## src/rtl/matmul_ctrl.sv

```systemverilog
// Sequencer for C = A x B over three external single-port memories.
// One multiply-accumulate per cycle; each C element costs P+2 cycles (P fetches, drain, write).
module matmul_ctrl #(
  parameter int N = 2,
  parameter int P = 4,
  parameter int M = 3
) (
  input  logic        clk,
  input  logic        reset,
  input  logic        start,
  input  logic        wrA_done,
  input  logic        wrB_done,
  output logic [7:0]  addrbA,
  input  logic [31:0] doutbA,
  output logic [7:0]  addrbB,
  input  logic [31:0] doutbB,
  output logic        weC,
  output logic [7:0]  addrC,
  output logic [31:0] dinC,
  output logic        busy,
  output logic        done
);

  localparam int IW = (N > 1) ? $clog2(N) : 1;
  localparam int JW = (M > 1) ? $clog2(M) : 1;
  localparam int KW = (P > 1) ? $clog2(P) : 1;

  localparam logic [2:0] S_IDLE  = 3'd0;
  localparam logic [2:0] S_WAIT  = 3'd1;
  localparam logic [2:0] S_FETCH = 3'd2;
  localparam logic [2:0] S_DRAIN = 3'd3;
  localparam logic [2:0] S_WRITE = 3'd4;
  localparam logic [2:0] S_DONE  = 3'd5;

  logic [2:0]    state_q, state_d;
  logic [IW-1:0] i_q, i_d;
  logic [JW-1:0] j_q, j_d;
  logic [KW-1:0] k_q, k_d;
  logic [31:0]   acc_q, acc_d;
  logic          rvalid_q, rvalid_d;
  logic [7:0]    addr_a_q, addr_a_d;
  logic [7:0]    addr_b_q, addr_b_d;
  logic [7:0]    addr_c_q, addr_c_d;
  logic [31:0]   din_c_q, din_c_d;
  logic          we_c_q, we_c_d;
  logic          busy_q, busy_d;
  logic          done_q, done_d;

  logic [31:0]   prod;
  logic [31:0]   acc_sum;
  logic [IW-1:0] next_i;
  logic [JW-1:0] next_j;

  always_comb begin
    state_d  = state_q;
    i_d      = i_q;
    j_d      = j_q;
    k_d      = k_q;
    acc_d    = acc_q;
    addr_a_d = addr_a_q;
    addr_b_d = addr_b_q;
    addr_c_d = addr_c_q;
    din_c_d  = din_c_q;
    we_c_d   = 1'b0;
    busy_d   = busy_q;
    done_d   = done_q;
    next_i   = i_q;
    next_j   = j_q;
    prod     = doutbA * doutbB;
    acc_sum  = acc_q + prod;
    // Read data lags its address by one cycle, so accumulate whenever the previous cycle fetched.
    rvalid_d = (state_q == S_FETCH);
    if (rvalid_q) acc_d = acc_sum;

    case (state_q)
      S_IDLE, S_DONE: begin
        if (start) begin
          state_d = S_WAIT;
          busy_d  = 1'b1;
          done_d  = 1'b0;
        end
      end
      S_WAIT: begin
        if (wrA_done && wrB_done) begin
          state_d  = S_FETCH;
          i_d      = '0;
          j_d      = '0;
          k_d      = '0;
          acc_d    = '0;
          addr_a_d = 8'd0;
          addr_b_d = 8'd0;
        end
      end
      S_FETCH: begin
        if (k_q == KW'(P - 1)) begin
          state_d = S_DRAIN;
        end else begin
          k_d      = k_q + 1'b1;
          addr_a_d = 8'(32'(i_q) * P + 32'(k_q) + 1);
          addr_b_d = 8'((32'(k_q) + 1) * M + 32'(j_q));
        end
      end
      S_DRAIN: begin
        state_d  = S_WRITE;
        we_c_d   = 1'b1;
        addr_c_d = 8'(32'(i_q) * M + 32'(j_q));
        din_c_d  = acc_sum;
      end
      S_WRITE: begin
        acc_d = '0;
        k_d   = '0;
        if (j_q == JW'(M - 1)) begin
          next_j = '0;
          next_i = i_q + 1'b1;
        end else begin
          next_j = j_q + 1'b1;
        end
        if (j_q == JW'(M - 1) && i_q == IW'(N - 1)) begin
          state_d = S_DONE;
          busy_d  = 1'b0;
          done_d  = 1'b1;
        end else begin
          state_d  = S_FETCH;
          i_d      = next_i;
          j_d      = next_j;
          addr_a_d = 8'(32'(next_i) * P);
          addr_b_d = 8'(32'(next_j));
        end
      end
      default: begin
        state_d = S_IDLE;
        busy_d  = 1'b0;
        done_d  = 1'b0;
      end
    endcase
  end

  always_ff @(posedge clk or posedge reset) begin
    if (reset) begin
      state_q  <= S_IDLE;
      i_q      <= '0;
      j_q      <= '0;
      k_q      <= '0;
      acc_q    <= '0;
      rvalid_q <= 1'b0;
      addr_a_q <= '0;
      addr_b_q <= '0;
      addr_c_q <= '0;
      din_c_q  <= '0;
      we_c_q   <= 1'b0;
      busy_q   <= 1'b0;
      done_q   <= 1'b0;
    end else begin
      state_q  <= state_d;
      i_q      <= i_d;
      j_q      <= j_d;
      k_q      <= k_d;
      acc_q    <= acc_d;
      rvalid_q <= rvalid_d;
      addr_a_q <= addr_a_d;
      addr_b_q <= addr_b_d;
      addr_c_q <= addr_c_d;
      din_c_q  <= din_c_d;
      we_c_q   <= we_c_d;
      busy_q   <= busy_d;
      done_q   <= done_d;
    end
  end

  assign addrbA = addr_a_q;
  assign addrbB = addr_b_q;
  assign weC    = we_c_q;
  assign addrC  = addr_c_q;
  assign dinC   = din_c_q;
  assign busy   = busy_q;
  assign done   = done_q;

endmodule

```

## config.mk

```make
export PLATFORM = sky130hd
export DESIGN_NAME = matmul_ctrl
export DESIGN_NICKNAME = d
export VERILOG_FILES = /design/src/rtl/matmul_ctrl.sv
export SDC_FILE = /design/constraint.sdc
export NUM_CORES = 1
export LEC_CHECK = 0
export CAP_MARGIN = 25
export CORE_AREA = 4 4 254 281
export CTS_CLUSTER_DIAMETER = 150
export CTS_CLUSTER_SIZE = 30
export DETAILED_ROUTE_END_ITERATION = 6
export DIE_AREA = 0 0 258 285
export GPL_TIMING_DRIVEN = 1
export PLACE_DENSITY = 0.44
export SYNTH_ARGS = -nofsm -noshare
export SYNTH_HDL_FRONTEND = slang
export SYNTH_SLANG_ARGS = --single-unit
```

## constraint.sdc

```tcl
create_clock -name clk -period 11.2 [get_ports clk]
set_input_delay 1.68 -clock clk [delete_from_list [all_inputs] [get_ports clk]]
set_output_delay 1.68 -clock clk [all_outputs]
set_load 0.05 [all_outputs]
```

Word level (Yosys, flattened, before mapping) --
Index checks and enable logic that the tools add are counted.
Storage, ports and cells: bits in registers 100, output and inout port bits 59, word-level logic and storage cells 83
Cells by class: add/sub/neg operators 9, $mul 3, eq/ne operators 13, multiplexer cells 32, bitwise logic cells 1, reductions and logical operators 12
Operators by type and width (number):
- $mux W32 | 2
- $pmux W32 S2 | 1
- $pmux W8 S3 | 2
- $mux W8 | 5
- $add A32 B32 Y32 | 1
- $mul A32 B32 Y32 | 1
- $pmux W3 S5 | 1
- $mux W3 | 4
- $reduce_and A3 Y1 | 4
- $ne A2 B2 Y1 const B | 5
- $add A3 B2 Y4 | 2
- $mux W1 | 8
- $mux W2 | 4
- $add A5 B2 Y6 | 1
- $eq A3 B2 Y1 const B | 2
- $eq A3 B3 Y1 const B | 2
- $pmux W1 S3 | 2
- $pmux W2 S3 | 1
- $add A4 B1 Y5 const B | 1
- $mul A3 B2 Y5 const B | 1
- $add A2 B1 Y2 const B | 2
- $eq A2 B2 Y1 const B | 2
- $pmux W2 S2 | 1
- $reduce_and A4 Y1 | 1
- 13 further kinds | 14

Longest topological paths before layout --
Gate-level depths: netlist of the first run.
depth in word-level cells 5, gate-level depth with buffers 29

Worst setup path after synthesis of the first run --
No wires, ideal clock.
path type in2reg, start input doutbA[12], end register acc_q[31], library setup time 0.137 ns, data arrival time 8.508 ns, data required time 11.063 ns, path slack 2.555 ns, cell stages on the path 27, path buffers 2, path through clkbuf_1 clkbuf_1 and2_1 fa_1 fa_1 fa_1 inv_1 fa_1 inv_1 fa_1 inv_1 fa_1 inv_1 fa_1 inv_1 fa_1 inv_1 ha_1 a211oi_1 nand2_1 a221o_1 a21o_1 o31ai_2 a311oi_1 o41a_1 xnor2_1 a21oi_1
Between the ends: cells in the longest elaborated chain, start to end 5
Ends and longest elaborated chain:
- start: declaration | RTL line 14 | input logic [31:0] doutbA,
- $mul A32 B32 Y32 * | RTL line 69 | prod = doutbA * doutbB;
- $add A32 B32 Y32 * | RTL line 70 | acc_sum = acc_q + prod;
- $mux W32 * | RTL line 73 | if (rvalid_q) acc_d = acc_sum;
- $mux W32 | RTL line 84 | if (wrA_done && wrB_done) begin
- $pmux W32 S2 * | RTL line 75 | case (state_q)
- named net acc_d[31] | RTL line 39 | logic [31:0] acc_q, acc_d;
- end signal: assignment | RTL line 144 | acc_q <= '0;
- end signal: assignment | RTL line 158 | acc_q <= acc_d;
- end: declaration | RTL line 39
Mark *: on every way through the listed nets, which the timed path passes. The rest lies on a longest branch. A chain may end at the register's enable or synchronous reset.

Worst setup path after layout of the first run --
start input doutbB[6], end register acc_q[31]
Between the ends: cells in the longest elaborated chain, start to end 5
Ends and longest elaborated chain:
- start: declaration | RTL line 16 | input logic [31:0] doutbB,
- $mul A32 B32 Y32 * | RTL line 69
- $add A32 B32 Y32 * | RTL line 70
- $mux W32 * | RTL line 73
- $mux W32 | RTL line 84
- $pmux W32 S2 * | RTL line 75
- named net acc_d[31] | RTL line 39
Marked as above.

==> impl_metrics.yaml, run 1 <==
critical_path:
  worst_setup_path_end_kind: "register"
  timing.critical_path.arrival_ps: 9900
  worst_ep_required_time_ps: 11440
  ff2ff_setup_slack_ps: 3720
  rr_worst_depth: 24
  end_of_the_worst_register_to_register_path: "acc_q[31]$_DFF_PP0_"
  criticalPathCategory: "input port to register"
  worstPathMaxFanout: 26
  reg2reg_from: "acc_q[17]$_DFF_PP0_"
  crit_path_end: "acc_q[31]$_DFF_PP0_"
  worst_setup_path_start_kind: "input port"
  critical_path.startpoint: "doutbB[6]"
timing:
  min_period_ps: 9660
  fin_worst_skew_ps: 11.3
  finalHoldViolCount: 0
  rsz0062_at_grt: "false"
  maxSlewViolCount: 0
  setup_viol: 0
  tightestPinTransition_ps: 998
  final.setup.worst_slack_ps: 1540
  post_route_setup_tns_ps: 0
  achievable-frequency_mhz: 104
  maxSlewHeadroom_pct: 33.3
  fin_worst_hold_slack_ps: 485
  finalCritPeriodShare_pct: 86.3
cts:
  clock_latency_ps: 360
  postCtsResizedCells: 0
  tritoncts_buffers: 9
  postCtsSetupRepairBufs: 0
  cts.root.buffer_cell: "sky130_fd_sc_hd__clkbuf_16"
  htree_num_levels: 3
  ctsLongestPathBuffers: 2
  cts.reportedPaths.clkPinSlew_ps: 70
  hold_buffers: 0
  numClockSinks: 88
  clock_tree_from_tritoncts: "done"
detailed_routing:
  drt-total-wl_mm: 59.2
  drt_first_iter_violations: 592
  route.vias.total: 14264
  routedWlPerCell_um: 18.4
  drtPass1Iterations: 4
  drcViolationCount: 0
  drt-vias-per-instance: 4.44
  drtAntennaViolNets: 0
run:
  maxCapViolations: 0
place:
  portBuffers: 115
  dp_worst_setup_slack_ps: 1140
  rd_place_congestion: 0.851
  place_inst: 3193
  post-dp-hpwl_mm: 50.1
floorplanning:
  die_height_um: 285
  std_cell_rows: 101
  fp.dieArea_um2: 73500
  die_span_in_x_um: 258
  floorplan.initialDensity_pct: 29.8
  num_io_pins: 128
  core_area_um2: 68600
synthesis:
  synth.avg_cell_area_um2: 9.19
  post_synth_num_cell_types: 58
  yosysSeqAreaShare_pct: 10.8
  synth.ff_latch_count: 88
  synth_area_um2: 20400
  synth_cells: 2225
  synth_edf_count: 0
  synth_top_area_cell: "sky130_fd_sc_hd__fa_1"
  synth.yosys.warnings: 0
  postSynth.topFlopCell: "sky130_fd_sc_hd__dfrtp_1"
  synth_async_sr_flop_share_pct: 100
  ys_top_cells_by_area: "sky130_fd_sc_hd__fa_1, sky130_fd_sc_hd__dfrtp_1, sky130_fd_sc_hd__inv_1"
  post-synth-top-area-fraction_pct: 43.1
global_routing:
  grt_pass1_vias: 16251
  grt_start_max_net_pins: 61
  grt_pass1_wl_mm: 96.1
  grt_remaining_overflow: 0
  global_route.usage.total_pct: 16.7
  initial_antenna_violation_count: 7
final_layout:
  instances_no_fill: 3212
  fill_cells: 7175
  drive_gt1_share_pct: 3.07
  synthToLayoutAreaGrowth_pct: 12.0
  finish.net_count: 2917
run_status:
  run_status: "finished clean"
worst_hold_path:
  worst_min_delay_path_category: "register to register"
==> Yosys cell counts (2+ instances only) <==
cell type / n
sky130_fd_sc_hd__nand2b_1: 6
sky130_fd_sc_hd__nand3_1: 4
sky130_fd_sc_hd__fa_1: 440
sky130_fd_sc_hd__nand4_1: 7
sky130_fd_sc_hd__o311ai_1: 2
sky130_fd_sc_hd__a21oi_1: 23
sky130_fd_sc_hd__a31oi_1: 3
sky130_fd_sc_hd__clkbuf_1: 103
sky130_fd_sc_hd__nand2_1: 321
sky130_fd_sc_hd__xnor2_1: 71
sky130_fd_sc_hd__buf_1: 2
sky130_fd_sc_hd__o21bai_1: 5
sky130_fd_sc_hd__mux2i_1: 25
sky130_fd_sc_hd__inv_1: 505
sky130_fd_sc_hd__or4b_1: 2
sky130_fd_sc_hd__nor2b_1: 3
sky130_fd_sc_hd__buf_4: 12
sky130_fd_sc_hd__a221oi_1: 2
sky130_fd_sc_hd__or3_1: 2
sky130_fd_sc_hd__a21o_1: 15
sky130_fd_sc_hd__dfrtp_1: 88
sky130_fd_sc_hd__nor3b_1: 2
sky130_fd_sc_hd__ha_1: 130
sky130_fd_sc_hd__a211oi_1: 7
sky130_fd_sc_hd__nor2_1: 47
sky130_fd_sc_hd__o22ai_1: 3
sky130_fd_sc_hd__o21ai_1: 5
sky130_fd_sc_hd__nor3_1: 4
sky130_fd_sc_hd__o21a_1: 3
sky130_fd_sc_hd__o21ai_0: 27
sky130_fd_sc_hd__o211ai_1: 2
sky130_fd_sc_hd__xor2_1: 19
sky130_fd_sc_hd__and3_1: 2
sky130_fd_sc_hd__mux2_2: 12
sky130_fd_sc_hd__and2_1: 297
sky130_fd_sc_hd__nand4b_1: 2
==> state kept, by name (all words and copies together), names as in the netlist <==
name	cells
done	1
i_q	1
j_q	2
busy	1
dinC	32
addrbB	5
weC	1
k_q	2
acc_q	32
addrC	3
addrbA	4
rvalid_q	1
state_q	3
==> final cells by class <==
class                   count  area [um^2]  share of cell area (%)
diodes                      2         5.00                  0.0219
clock buffers              11          253                    1.10
clock inverters             5         63.8                   0.279
inverters                 506         1900                    8.30
multi-input cells        1525        15900                    69.4
flip-flops and latches     88         2200                    9.62
well taps                 927         1160                    5.06
repair buffers            148         1410                    6.17
==> critical path, cell delays in order <==
cell and delay (ps):
sky130_fd_sc_hd__clkdlybuf4s50_1 910, sky130_fd_sc_hd__and2_1 440, sky130_fd_sc_hd__fa_1 540, sky130_fd_sc_hd__fa_1 450, sky130_fd_sc_hd__fa_1 520, sky130_fd_sc_hd__inv_1 50, sky130_fd_sc_hd__fa_1 480, sky130_fd_sc_hd__inv_1 50
sky130_fd_sc_hd__fa_1 500, sky130_fd_sc_hd__inv_1 60, sky130_fd_sc_hd__fa_1 540, sky130_fd_sc_hd__inv_1 60, sky130_fd_sc_hd__fa_1 510, sky130_fd_sc_hd__inv_1 60, sky130_fd_sc_hd__fa_1 490, sky130_fd_sc_hd__inv_1 50
sky130_fd_sc_hd__ha_1 340, sky130_fd_sc_hd__a211oi_1 260, sky130_fd_sc_hd__nand2_1 130, sky130_fd_sc_hd__a221o_1 360, sky130_fd_sc_hd__a21o_1 210, sky130_fd_sc_hd__o31ai_2 310, sky130_fd_sc_hd__a311oi_1 220, sky130_fd_sc_hd__o41a_1 360
sky130_fd_sc_hd__xnor2_1 200, sky130_fd_sc_hd__a21oi_1 100
==> cell usage in the layout (no fill, tap or decap), drive strengths merged, types with 3 or more instances in the layout <==
cell type,n
inv,507
fa,440
nand2,321
and2,297
ha,130
clkdlybuf4s50,114
dfrtp,88
xnor2,71
nor2,47
buf,34
o21ai,32
mux2i,25
a21oi,23
xor2,19
a21o,16
mux2,12
conb,12
clkbuf,11
a211oi,8
nand4,7
nand2b,6
o21bai,5
nor3,4
nand3,4
nor2b,3
o21a,3
a31oi,3
o22ai,3
o311ai,3
==> stage by stage <==
| step | utilization (%) | area (um^2) |
|---|---|---|
| after floorplan | - | 20500 |
| after global placement | 32.9 | 22500 |
| after detailed placement | 32.9 | 22600 |
| after CTS | 33.3 | 22900 |
| after global routing | 33.4 | 22900 |
| final | 33.4 | 22900 |
==> kinds of logic (layout without fill, tap and decap cells) <==
kind of cell,Yosys count,count (layout),synth area share (%)
and+or+nand+nor,699,699,16.9
buffers and inverters,623,670,11.7
xor gates and xnor gates,90,90,3.86
AOI/OAI and AO/OA,117,117,3.84
adders and majority gates,570,570,51.0
other,1,14,0.0183
DFF,88,88,10.8
muxes,37,37,1.89
==> layer usage <==
layer / GRT usage [%] / up-vias / part of all wire, %
met5: 0 / - / 0.073
met4: 2.93 / 6 / 1.4
met3: 2.38 / 53 / 4.5
met2: 26.9 / 272 / 46
met1: 24.3 / 7381 / 48
li1: - / 6552 / -
==> how the worst min path moves through the flow <==
stage                                     start                     to  slack (ps)  cells after the start
after floorplan             acc_q[13]$_DFF_PP0_    acc_q[13]$_DFF_PP0_         490                      2
after global placement     dinC[20]$_DFFE_PP0P_   dinC[20]$_DFFE_PP0P_         460                      2
after detailed placement   dinC[22]$_DFFE_PP0P_   dinC[22]$_DFFE_PP0P_         460                      2
after CTS                 addrbA[1]$_DFFE_PP0P_  addrbA[1]$_DFFE_PP0P_         490                      2
after global routing        dinC[8]$_DFFE_PP0P_    dinC[8]$_DFFE_PP0P_         510                      2
final                       dinC[8]$_DFFE_PP0P_    dinC[8]$_DFFE_PP0P_         480                      2
Power of run 1 is not shown: default switching activity piles up to over one toggle a cycle in this logic, so the estimate is an artifact.
==> run 2, diff against run 1 <==
--- a/config.mk
+++ b/config.mk
@@ -6,13 +6,13 @@
 export NUM_CORES = 1
 export LEC_CHECK = 0
 export CAP_MARGIN = 25
-export CORE_AREA = 4 4 254 281
+export CORE_AREA = 4 4 209 231
 export CTS_CLUSTER_DIAMETER = 150
 export CTS_CLUSTER_SIZE = 30
 export DETAILED_ROUTE_END_ITERATION = 6
-export DIE_AREA = 0 0 258 285
+export DIE_AREA = 0 0 213 235
 export GPL_TIMING_DRIVEN = 1
-export PLACE_DENSITY = 0.44
+export PLACE_DENSITY_LB_ADDON = 0.15
 export SYNTH_ARGS = -nofsm -noshare
 export SYNTH_HDL_FRONTEND = slang
 export SYNTH_SLANG_ARGS = --single-unit
==> impl_metrics.yaml, run 2 (synthesis results as in run 1) <==
critical_path:
  end_of_the_worst_register_to_register_path: "acc_q[31]$_DFF_PP0_"
  crit_path_end: "acc_q[31]$_DFF_PP0_"
  critical_path.max_stage_delay_ps: 920
  worst-path-buf-inv: 7
  ff2ff_setup_slack_ps: 3780
  critical_path.most_common_cell: "sky130_fd_sc_hd__fa_1"
  worst_setup_path_end_kind: "register"
  worstPathMaxFanout: 27
  critical_path.startpoint: "doutbB[5]"
  crit_family: "adder cells"
  timing.critical_path.arrival_ps: 9790
  rr_worst_depth: 24
  worst_ep_required_time_ps: 11380
  reg2reg_from: "acc_q[18]$_DFF_PP0_"
  criticalPathCategory: "input port to register"
  timing.critical_path.slowest_stage_cell: "sky130_fd_sc_hd__clkdlybuf4s50_1"
  worst_setup_path_start_kind: "input port"
  cp_num_cells: 26
floorplanning:
  die_span_in_x_um: 213
  core_area_um2: 45700
  fp.dieArea_um2: 50100
  std_cell_rows: 82
  num_io_pins: 128
  die_height_um: 235
  floorplan.initialDensity_pct: 44.8
cts:
  clock_latency_ps: 340
  hold_buffers: 0
  postCtsSetupRepairBufs: 0
  cts.root.buffer_cell: "sky130_fd_sc_hd__clkbuf_16"
  tritoncts_buffers: 9
  cts.reportedPaths.clkPinSlew_ps: 60
  numClockSinks: 88
  htree_num_levels: 3
  postCtsResizedCells: 0
  clock_tree_from_tritoncts: "done"
  ctsLongestPathBuffers: 2
place:
  place_inst: 2847
  portBuffers: 115
  rd_place_congestion: 0.882
  post-dp-hpwl_mm: 45.0
run:
  maxCapViolations: 0
global_routing:
  grt_pass1_wl_mm: 89.0
  grt_start_max_net_pins: 58
  grt_remaining_overflow: 0
  grt_pass1_vias: 16062
  global_route.usage.total_pct: 22.4
  initial_antenna_violation_count: 5
timing:
  maxSlewViolCount: 0
  rsz0062_at_grt: "false"
  tightestPinTransition_ps: 1060
  post_route_setup_tns_ps: 0
  maxSlewHeadroom_pct: 29.1
  finalHoldViolCount: 0
  achievable-frequency_mhz: 104
  min_period_ps: 9610
  finalCritPeriodShare_pct: 85.8
  fin_worst_skew_ps: 2.94
  setup_viol: 0
final_layout:
  synthToLayoutAreaGrowth_pct: 9.65
  fill_cells: 4307
  final_core_utilization_pct: 49.1
  finish.net_count: 2910
  layout_commonest_cell: "sky130_fd_sc_hd__inv_1"
  mostFrequentLayoutCells: "sky130_fd_sc_hd__inv_1, sky130_fd_sc_hd__fa_1, sky130_fd_sc_hd__nand2_1"
  drive_gt1_share_pct: 2.68
  instances_no_fill: 2865
detailed_routing:
  routedWlPerCell_um: 18.7
  route.vias.total: 14420
  drtPass1Iterations: 5
  m1WireLength_mm: 25.2
  drt-vias-per-instance: 5.03
  wl_met3_mm: 3.06
  top_layer_used: "met5"
  drt_first_iter_violations: 765
  routed-wl-met2_mm: 24.2
  drtAntennaViolNets: 0
  drcViolationCount: 0
  drt-total-wl_mm: 53.7
worst_hold_path:
  worst_min_delay_path_category: "register to register"
run_status:
  run_status: "finished clean"
-- run 2: tightest hold or removal path: cells and delay by family, from the launching register on --
kind             cells  cell delay, ps
DFF                  1             340
and+or+nand+nor      2             110
-- run 2: per-layer routing --
metal	GRT usage (%)	vias to the layer above
li1	-	6540
met1	33.8	7462
met2	34.6	367
met3	2.99	47
met4	5.23	4
met5	0	-
-- run 2: metrics by stage --
step / hold slack (ps) / instance area, um^2 / setup slack, ps
final: 481 / 22400 / 1590
after global routing: 502 / 22400 / 1190
after CTS: 487 / 22400 / 1540
after detailed placement: 464 / 22100 / 1190
after global placement: 467 / 22100 / 1290
after floorplan: 486 / 20500 / 2560
-- run 2: area by class of cell --
type / instances / area, um^2 / area share [%]
Antenna cell: 1 / 2.50 / 0.0112
Clock inverter: 3 / 65.1 / 0.290
Clock buffer: 13 / 250 / 1.12
Tap cell: 588 / 736 / 3.28
Multi-Input combinational cell: 1525 / 15900 / 70.9
Inverter: 506 / 1900 / 8.49
Timing Repair Buffer: 141 / 1350 / 6.04
Sequential cell: 88 / 2200 / 9.83
-- run 2: how the worst min path moves through the flow --
stage | start | end | slack [ps] | cells past startpoint
after floorplan | acc_q[13]$_DFF_PP0_ | acc_q[13]$_DFF_PP0_ | 490 | 2
final | dinC[6]$_DFFE_PP0P_ | dinC[6]$_DFFE_PP0P_ | 480 | 2
after CTS | dinC[7]$_DFFE_PP0P_ | dinC[7]$_DFFE_PP0P_ | 490 | 2
after detailed placement | dinC[8]$_DFFE_PP0P_ | dinC[8]$_DFFE_PP0P_ | 460 | 2
after global placement | dinC[12]$_DFFE_PP0P_ | dinC[12]$_DFFE_PP0P_ | 470 | 2
after global routing | dinC[7]$_DFFE_PP0P_ | dinC[7]$_DFFE_PP0P_ | 500 | 2
Power of run 2 is left out for the same reason.
==> run 3, diff against run 2 <==
--- a/config.mk
+++ b/config.mk
@@ -6,13 +6,15 @@
 export NUM_CORES = 1
 export LEC_CHECK = 0
 export CAP_MARGIN = 25
-export CORE_AREA = 4 4 209 231
+export CORE_AREA = 4 4 219 221
 export CTS_CLUSTER_DIAMETER = 150
 export CTS_CLUSTER_SIZE = 30
 export DETAILED_ROUTE_END_ITERATION = 6
-export DIE_AREA = 0 0 213 235
+export DIE_AREA = 0 0 223 225
 export GPL_TIMING_DRIVEN = 1
+export HOLD_SLACK_MARGIN = 0.1
 export PLACE_DENSITY_LB_ADDON = 0.15
+export RECOVER_POWER = 25
 export SYNTH_ARGS = -nofsm -noshare
 export SYNTH_HDL_FRONTEND = slang
 export SYNTH_SLANG_ARGS = --single-unit
==> impl_metrics.yaml, run 3 (synthesis results as in run 1) <==
final_layout:
  instances_no_fill: 2888
  antenna-diode-count: 0
  layout_commonest_cell: "sky130_fd_sc_hd__inv_1"
  synthToLayoutAreaGrowth_pct: 9.84
  finish.net_count: 2915
  fill_cells: 4388
  mostFrequentLayoutCells: "sky130_fd_sc_hd__inv_1, sky130_fd_sc_hd__fa_1, sky130_fd_sc_hd__nand2_1"
  drive_gt1_share_pct: 2.72
critical_path:
  worst_setup_path_start_kind: "input port"
  reg2reg_from: "acc_q[17]$_DFF_PP0_"
  worst_setup_path_end_kind: "register"
  ff2ff_setup_slack_ps: 3740
  end_of_the_worst_register_to_register_path: "dinC[31]$_DFFE_PP0P_"
  rr_worst_depth: 24
  critical_path.max_stage_delay_ps: 940
  timing.critical_path.slowest_stage_cell: "sky130_fd_sc_hd__clkdlybuf4s50_1"
  worst_ep_required_time_ps: 11370
  criticalPathCategory: "input port to register"
  critical_path.most_common_cell: "sky130_fd_sc_hd__fa_1"
  worstPathMaxFanout: 25
  timing.critical_path.arrival_ps: 9820
global_routing:
  global_route.usage.total_pct: 22.7
  grt_pass1_vias: 16017
  initial_antenna_violation_count: 2
  grt_remaining_overflow: 0
  grt_start_max_net_pins: 72
  grt_pass1_wl_mm: 89.6
timing:
  maxSlewHeadroom_pct: -155
  finalCritPeriodShare_pct: 86.2
  min_period_ps: 9650
  fin_worst_skew_ps: 7.21
  tightestPinTransition_ps: 3830
  maxSlewViolCount: 109
  rsz0062_at_grt: "false"
  post_route_setup_tns_ps: 0
  fin_worst_hold_slack_ps: 476
  finalHoldViolCount: 0
  setup_viol: 0
  final.setup.worst_slack_ps: 1550
  achievable-frequency_mhz: 104
cts:
  hold_buffers: 0
  clock_latency_ps: 350
  tritoncts_buffers: 9
  cts.reportedPaths.clkPinSlew_ps: 70
  postCtsSetupRepairBufs: 0
  clock_tree_from_tritoncts: "done"
  htree_num_levels: 3
  cts.root.buffer_cell: "sky130_fd_sc_hd__clkbuf_16"
  postCtsResizedCells: 0
  numClockSinks: 88
  ctsLongestPathBuffers: 2
place:
  place_inst: 2870
  dp_worst_setup_slack_ps: 1220
  rd_place_congestion: 0.929
  post-dp-hpwl_mm: 46.6
  portBuffers: 115
floorplanning:
  num_io_pins: 128
  std_cell_rows: 79
  floorplan.initialDensity_pct: 44.3
  core_area_um2: 46200
  die_span_in_x_um: 223
  fp.dieArea_um2: 50200
  die_height_um: 225
run_status:
  run_status: "finished, violations left"
  violated_checks: "max-capacitance violations, max-slew violations"
worst_hold_path:
  hold_path.startpoint: "dinC[7]$_DFFE_PP0P_"
  worst_min_delay_path_category: "register to register"
  min_path_cells: 2
  timing.hold.worst_endpoint: "dinC[7]$_DFFE_PP0P_"
detailed_routing:
  drt-total-wl_mm: 54.7
  drtAntennaViolNets: 0
  route.vias.total: 14476
  drt_first_iter_violations: 907
  drcViolationCount: 0
  routedWlPerCell_um: 18.9
  drtPass1Iterations: 5
  drt-vias-per-instance: 5.01
run:
  maxCapViolations: 2
==> run 3: cell count changes in the layout (fill, tap and decap cells not counted), moves of 2 or more <==
| cell | delta |
|---|---|
| sky130_fd_sc_hd__dlygate4sd3_1 | +3 |
| sky130_fd_sc_hd__buf_4 | +2 |
| sky130_fd_sc_hd__clkbuf_1 | +2 |
| sky130_fd_sc_hd__clkdlybuf4s50_1 | -2 |
==> run 3: critical path: cells and delay by family <==
family	cells	cell delay (ps)
xor+xnor	1	200
simple gates	2	570
compound gates	7	1770
fa+ha+maj	9	4310
buf+inv	7	1260
==> run 3: final cells by class <==
cell class	count	area [um^2]	area share (%)
tap	607	759	3.38
sequential	88	2200	9.81
multi-input combinational	1525	15900	70.8
timing repair buffer	146	1380	6.12
clock buffer	11	233	1.04
clock inverter	5	81.3	0.362
inverter	506	1900	8.46
==> run 3: how the worst max path moves through the flow <==
stage                                 to       start  slack (ps)  cells after the start
floorplan            acc_q[31]$_DFF_PP0_  doutbA[12]        2560                     27
global placement     acc_q[31]$_DFF_PP0_   doutbB[4]        1300                     26
detailed placement   acc_q[31]$_DFF_PP0_   doutbB[4]        1220                     26
global route        dinC[31]$_DFFE_PP0P_   doutbB[7]        1230                     26
finish              dinC[31]$_DFFE_PP0P_   doutbB[7]        1550                     26
CTS                  acc_q[31]$_DFF_PP0_   doutbB[4]        1560                     26
==> run 3: routing by layer <==
metal,up-vias,GRT usage (%),routed length (um)
met4,0,4.73,1070
li1,6540,-,-
met2,397,35.4,24700
met5,-,0,0
met3,64,3.70,3350
met1,7475,33.7,25600
==> run 3: metrics by stage <==
step | utilization (%) | instance area (um^2)
after floorplan | - | 20500
after global placement | 47.9 | 22100
after detailed placement | 47.9 | 22100
after CTS | 48.6 | 22400
after global routing | 48.6 | 22500
final | 48.6 | 22500
Power of run 3 is left out for the same reason.
